--- src/rtl/fmd_seq_ctrl.sv ---
// fmd_seq_ctrl -- sequencer for the shared significand multiply/divide
// datapath (multiplier tree, reciprocal ROM, Newton-Raphson operand muxes,
// fd select register).
//
// Accepts one operation at a time. A multiply is a single multiplier pass
// followed by the done pulse. A divide walks ROM lookup, ITER_SP/ITER_DP
// Newton-Raphson iterations (an A pass then an X pass each), a quotient
// pass, a remainder pass and a one-cycle select before done.
//
// Every multiplier pass lasts MUL_LAT cycles; the register write enable of
// a pass fires only on its last cycle, so the product is stable by then.
//
// Optional build macro: FMD_SEQ_ABORT_EN
//    When defined, an extra input 'abort' returns the sequencer to IDLE
//    from any busy state on the next edge, suppressing done and all write
//    enables from the abort cycle onwards. A start seen in IDLE is not
//    affected by abort.
//    When undefined there is no abort port and every accepted operation
//    runs through to DONE.

module fmd_seq_ctrl #(
   parameter int MUL_LAT = 2,
   parameter int ITER_SP = 2,
   parameter int ITER_DP = 3
) (
   input  logic       clk,
   input  logic       reset,
   input  logic       start,
   input  logic       fdiv,
   input  logic       db,
`ifdef FMD_SEQ_ABORT_EN
   input  logic       abort,
`endif
   output logic       busy,
   output logic       done,
   output logic [1:0] oe1,
   output logic       oe2,
   output logic [1:0] a_sel,
   output logic [1:0] b_sel,
   output logic       x_we,
   output logic       a_we,
   output logic       q_we,
   output logic       fq_we,
   output logic [1:0] iter_left
);

   // Pass counter width: at least one bit even for single-cycle passes.
   localparam int              PCW       = (MUL_LAT > 1) ? $clog2(MUL_LAT) : 1;
   localparam logic [PCW-1:0]  PC_LAST   = PCW'(MUL_LAT - 1);
   localparam logic [PCW-1:0]  PC_ONE    = PCW'(1);
   localparam logic [1:0]      ITER_SP_C = 2'(ITER_SP);
   localparam logic [1:0]      ITER_DP_C = 2'(ITER_DP);

   // Operand mux codes for the multiplier inputs.
   localparam logic [1:0] A_SEED  = 2'd0;
   localparam logic [1:0] A_X     = 2'd1;
   localparam logic [1:0] A_FA    = 2'd2;
   localparam logic [1:0] A_E     = 2'd3;
   localparam logic [1:0] B_FB    = 2'd0;
   localparam logic [1:0] B_TWO_A = 2'd1;
   localparam logic [1:0] B_X     = 2'd2;

   typedef enum logic [3:0] {
      S_IDLE,
      S_MUL,
      S_LOOKUP,
      S_NR_A,
      S_NR_X,
      S_QUOT,
      S_REM,
      S_SEL,
      S_DONE
   } state_t;

   state_t           state;
   state_t           state_nxt;
   logic [PCW-1:0]   pc;
   logic [PCW-1:0]   pc_nxt;
   logic [1:0]       iter_nxt;
   logic             op_db;
   logic             op_db_nxt;
   logic             pc_last;
   logic             first_iter;

   // The operation type needs no register of its own: the branch taken out
   // of IDLE (MUL versus LOOKUP) already records it for the rest of the run.
   // Precision is kept because it decides which iteration is the first one.
   assign pc_last    = (pc == PC_LAST);
   assign first_iter = (iter_left == (op_db ? ITER_DP_C : ITER_SP_C));

   // State register, pass counter, iteration count and latched precision.
   always_ff @(posedge clk) begin
      if (reset) begin
         state     <= S_IDLE;
         pc        <= '0;
         iter_left <= 2'd0;
         op_db     <= 1'b0;
      end else begin
         state     <= state_nxt;
         pc        <= pc_nxt;
         iter_left <= iter_nxt;
         op_db     <= op_db_nxt;
      end
   end

   // Next-state sequencing and per-state datapath controls.
   always_comb begin
      state_nxt = state;
      pc_nxt    = '0;
      iter_nxt  = iter_left;
      op_db_nxt = op_db;
      busy      = (state != S_IDLE);
      done      = 1'b0;
      oe1       = 2'b00;
      oe2       = 1'b0;
      a_sel     = A_SEED;
      b_sel     = B_FB;
      x_we      = 1'b0;
      a_we      = 1'b0;
      q_we      = 1'b0;
      fq_we     = 1'b0;

      case (state)
         S_IDLE: begin
            if (start) begin
               op_db_nxt = db;
               iter_nxt  = db ? ITER_DP_C : ITER_SP_C;
               state_nxt = fdiv ? S_LOOKUP : S_MUL;
            end
         end

         S_MUL: begin
            a_sel = A_FA;
            b_sel = B_FB;
            if (pc_last) begin
               fq_we     = 1'b1;
               state_nxt = S_DONE;
            end else begin
               pc_nxt = pc + PC_ONE;
            end
         end

         S_LOOKUP: begin
            oe1       = 2'b11;
            state_nxt = S_NR_A;
         end

         S_NR_A: begin
            oe1   = 2'b11;
            a_sel = first_iter ? A_SEED : A_X;
            b_sel = B_FB;
            if (pc_last) begin
               a_we      = 1'b1;
               state_nxt = S_NR_X;
            end else begin
               pc_nxt = pc + PC_ONE;
            end
         end

         S_NR_X: begin
            oe1   = 2'b10;
            oe2   = 1'b1;
            a_sel = first_iter ? A_SEED : A_X;
            b_sel = B_TWO_A;
            if (pc_last) begin
               x_we = 1'b1;
               if (iter_left > 2'd1) begin
                  iter_nxt  = iter_left - 2'd1;
                  state_nxt = S_NR_A;
               end else begin
                  iter_nxt  = 2'd0;
                  state_nxt = S_QUOT;
               end
            end else begin
               pc_nxt = pc + PC_ONE;
            end
         end

         S_QUOT: begin
            oe1   = 2'b01;
            oe2   = 1'b1;
            a_sel = A_FA;
            b_sel = B_X;
            if (pc_last) begin
               q_we      = 1'b1;
               state_nxt = S_REM;
            end else begin
               pc_nxt = pc + PC_ONE;
            end
         end

         S_REM: begin
            oe1   = 2'b01;
            a_sel = A_E;
            b_sel = B_FB;
            if (pc_last) begin
               a_we      = 1'b1;
               state_nxt = S_SEL;
            end else begin
               pc_nxt = pc + PC_ONE;
            end
         end

         S_SEL: begin
            fq_we     = 1'b1;
            state_nxt = S_DONE;
         end

         S_DONE: begin
            done      = 1'b1;
            state_nxt = S_IDLE;
         end

         default: begin
            state_nxt = S_IDLE;
         end
      endcase

`ifdef FMD_SEQ_ABORT_EN
      // An abort in a busy state kills the pass in flight: nothing is
      // written this cycle and the sequencer is idle from the next edge.
      if (abort && (state != S_IDLE)) begin
         state_nxt = S_IDLE;
         pc_nxt    = '0;
         iter_nxt  = 2'd0;
         done      = 1'b0;
         x_we      = 1'b0;
         a_we      = 1'b0;
         q_we      = 1'b0;
         fq_we     = 1'b0;
      end
`endif
   end

endmodule

--- config.mk ---
export PLATFORM = sky130hd
export DESIGN_NAME = fmd_seq_ctrl
export DESIGN_NICKNAME = d
export VERILOG_FILES = /design/src/rtl/fmd_seq_ctrl.sv
export SDC_FILE = /design/constraint.sdc
export NUM_CORES = 1
export LEC_CHECK = 0
export ABC_AREA = 1
export ABC_CLOCK_PERIOD_IN_PS = 1700
export BUFFER_PORTS_ARGS = -buffer_cell sky130_fd_sc_hd__buf_2
export CAP_MARGIN = 30
export CORE_MARGIN = 5
export CORE_UTILIZATION = 30
export DETAILED_ROUTE_END_ITERATION = 8
export PLACE_DENSITY_LB_ADDON = 0.15
export SLEW_MARGIN = 5
export SYNTH_ARGS = -nofsm -noshare
export SYNTH_HDL_FRONTEND = slang
export SYNTH_SLANG_ARGS = --single-unit
--- constraint.sdc ---
create_clock -name clk -period 1.7 [get_ports clk]
set_input_delay 0.34 -clock clk [delete_from_list [all_inputs] [get_ports clk]]
set_output_delay 0.34 -clock clk [all_outputs]
set_load 0.02 [all_outputs]
==> impl_table.tex <==
\begin{tabular}{lr}
\hline
Metric & Value \\
\hline
\multicolumn{2}{l}{\textbf{Outcome}} \\
\quad Failing checks & setup timing \\
\quad Outcome & finished, violations left \\
\multicolumn{2}{l}{\textbf{Power}} \\
\quad Total leakage power & 0.443 nW \\
\quad Tot Pwr & 1.86 mW \\
\quad IR drop worst, VDD & 0.911 mV \\
\quad P per Cell Area & 2160 nW/um\^{}2 \\
\multicolumn{2}{l}{\textbf{Layout}} \\
\quad Fraction of layout instances using a drive strength above 1 & 48.0\% \\
\quad Synthesis-to-finish area growth & 42.9\% \\
\quad Net count, final & 130 \\
\quad Commonest cells after routing, fill and taps aside & 21 x nand2\_1, 16 x buf\_2, 11 x buf\_4, 10 x inv\_1 \\
\quad Diodes inserted & 0 \\
\quad Most common cell after layout, fill and taps aside & nand2\_1 \\
\quad Final-layout fill cell count & 203 \\
\multicolumn{2}{l}{\textbf{Synth}} \\
\quad Distinct cell type count of the synthesized netlist & 15 \\
\quad Syn Area/Cell & 6.48 sq um \\
\quad Yosys top cell by area & dfxtp\_1 \\
\quad Synth top area cells & dfxtp\_1 27\%, nand2\_1 13\%, inv\_1 7.5\% \\
\quad Post-Synthesis Net Count & 98 \\
\quad Mapped Area & 603 sq um \\
\quad Cell count after synthesis & 93 \\
\quad Flop and latch count out of synthesis & 8 \\
\quad Sequential fraction of the synthesis area & 26.6\% \\
\quad Number of warnings issued by yosys & 0 \\
\quad Proportion of netlist area held by the largest area contributor & 26.6\% \\
\multicolumn{2}{l}{\textbf{Setup path}} \\
\quad Critical path capture point type & output port \\
\quad Startpoint-to-endpoint class of the critical path & flip-flop to output port \\
\quad Max stage delay cell, worst path & dfxtp\_2 \\
\quad Critical-path cell list & nor2\_4 > buf\_12 > nand2\_4 > nor2\_4 > inv\_2 > nand2\_4 > nor2\_1 > buf\_4 \\
\quad Reg-to-reg setup timing slack & 360 ps \\
\quad Largest fanout on the critical path & 4 \\
\quad CP Data Arrival Time & 1400 ps \\
\quad Slowest Stage Delay on Critical Path & 340 ps \\
\quad Number of cells on the worst reg-to-reg path & 9 \\
\quad Endpoint of the most critical register-to-register path & state[1] \\
\quad Startpoint of the worst register-to-register path & state[3] \\
\quad Startpoint types & flip-flop \\
\quad Endpoint required time on the critical path & 1360 ps \\
\multicolumn{2}{l}{\textbf{CTS}} \\
\quad Worst-path clk slew & 60 ps \\
\quad Number of hold-repair buffers added at the cts stage & 0 \\
\quad TritonCTS sink count & 8 \\
\quad Clock tree from TritonCTS & done \\
\quad Clock network latency to the later pin of the worst-skew pair & 260 ps \\
\quad Buffers from clock root to sink, at most & 2 \\
\quad Clock Tree Root & clkbuf\_4 \\
\quad Clock H-tree levels & 1 \\
\quad Number of buffers created by CTS & 3 \\
\multicolumn{2}{l}{\textbf{STA}} \\
\quad Hold Worst Slack & 341 ps \\
\quad Max Clock Freq & 576 MHz \\
\quad Number of pins exceeding their max-slew limit in the final report & 0 \\
\quad Maximum clock skew at final layout & 0.356 ps \\
\quad Worst-margin pin slew & 210 ps \\
\quad Final worst path period share & 102\% \\
\quad Sum of negative setup slack & -35.0 ps \\
\quad Normalized max-slew margin & 86.0\% \\
\quad Setup Viol. Count Final & 1 \\
\quad Unrepaired setup endpoints after global routing & true \\
\quad Final hold violation count & 0 \\
\quad Final WS setup & -35.0 ps \\
\quad Shortest period the worst path allows & 1740 ps \\
\multicolumn{2}{l}{\textbf{Route}} \\
\quad Detailed router's first-iteration violation count & 10 \\
\quad Total Wirelength & 1680 microns \\
\quad Number of design rule violations left after detail routing & 0 \\
\quad Antenna violation net count after detailed routing & 0 \\
\quad Detail-routed via count per cell & 4.82 \\
\quad Number of detailed-routing iterations run before antenna repair & 4 \\
\quad DR WL/cell & 11.2 microns \\
\quad Via count & 723 \\
\multicolumn{2}{l}{\textbf{Placed design}} \\
\quad Setup WS pre-CTS & 168 ps \\
\quad Port-buffer cells & 19 \\
\quad GPL Wtd Cong & 0.911 \\
\quad Detailed-placement wirelength estimate & 1290 microns \\
\multicolumn{2}{l}{\textbf{Global routing}} \\
\quad Number of global-route vias before repair & 633 \\
\quad Overall overflow remaining after global route & 0 \\
\quad All-layer global routing usage & 12.8\% \\
\quad First-pass GRT wire length & 2700 microns \\
\quad Largest net degree at the start of global routing & 8 \\
\quad Number of antenna violations at the first check in global routing & 0 \\
\multicolumn{2}{l}{\textbf{Worst hold path}} \\
\quad Worst Hold End & state[0] \\
\quad Type of the worst min-delay path & input pin to flip-flop \\
\quad Cell count of the worst hold path & 2 \\
\quad Hold\_sp & reset \\
\multicolumn{2}{l}{\textbf{Die}} \\
\quad Die outline width & 54.8 microns \\
\quad Floorplan row count & 16 \\
\quad Initial cell density of the core & 31.1\% \\
\quad Area of the placeable core & 1940 sq um \\
\quad Total die area & 3010 sq um \\
\quad I/O pin count & 20 \\
\quad Chip height & 54.8 microns \\
\multicolumn{2}{l}{\textbf{Job}} \\
\quad Count of maximum capacitance violations & 0 \\
\hline
\end{tabular}
==> logic make-up (layout without fill, tap and decap cells) <==
logic type             after synthesis  count (layout)  share of synthesized area [%]
buffers and inverters               15              45                           10.6
AO/OA/AOI/OAI                       16              16                           15.1
flip-flops                           8               8                           26.6
AND/OR/NAND/NOR                     54              54                           47.7
==> per-layer routing <==
layer  global-route usage (%)  part of all wire, %
met1                     16.3                   42
met2                     19.9                   51
met3                     3.27                  6.0
met4                     6.22                  1.4
met5                        0                    0
==> worst max path at each step <==
stage	depth (start not counted)	to	from
floorplan	6	a_sel[0]	state[1]
global placement	7	fq_we	state[3]
detailed placement	7	fq_we	state[0]
CTS	6	fq_we	state[2]
global route	8	fq_we	state[3]
finish	8	fq_we	state[3]
==> Yosys cell counts <==
cell type / n
nand3_1: 8
dfxtp_1: 8
buf_6: 1
nand2_2: 7
nand4_1: 1
nor2_4: 4
inv_2: 2
nand2_4: 3
a21oi_2: 3
nand2_1: 21
nor3_1: 2
inv_1: 12
o21ai_0: 5
a21oi_1: 8
nor2_1: 8
==> flip-flops by register name (all words and copies together), names as in the netlist <==
name / cells
state: 4
iter_left: 2
op_db: 1
pc: 1
==> critical path, delay by kind of cell (launching register included) <==
family | cells | cell delay [ps]
and+or+nand+nor | 5 | 450
DFF | 1 | 340
buffers and inverters | 3 | 340
==> report_power, final <==
group | total [mW] | leakage [nW] | switching (mW) | internal, mW
logic | 1.34 | 0.361 | 0.804 | 0.541
registers | 0.365 | 0.0683 | 0.0959 | 0.269
clock network | 0.150 | 0.0138 | 0.0689 | 0.0811
total | 1.86 | 0.443 | 0.969 | 0.891
==> cell type report <==
class,count,area [sq um],area share [%]
multi-input combinational,70,395,45.9
timing repair buffer,28,183,21.2
clock buffer,3,22.5,2.61
sequential,8,173,20.0
tap,27,33.8,3.92
inverter,14,55.1,6.39
==> metrics by stage <==
stage | utilization, % | cell area [sq um] | cells
finish | 44.4 | 862 | 150
global route | 44.4 | 862 | 150
CTS | 41.1 | 798 | 146
detailed placement | 37.5 | 728 | 139
global placement | 37.5 | 728 | 139
floorplan | - | 603 | 93
==> what timing repair did <==
item / in CTS / in global routing
pin swaps: 4 / 3
setup endpoints to repair: 5 / 9
resized for setup: 8 / 9
buffers inserted: 4 / 4
(Power assumes the default switching activity.)
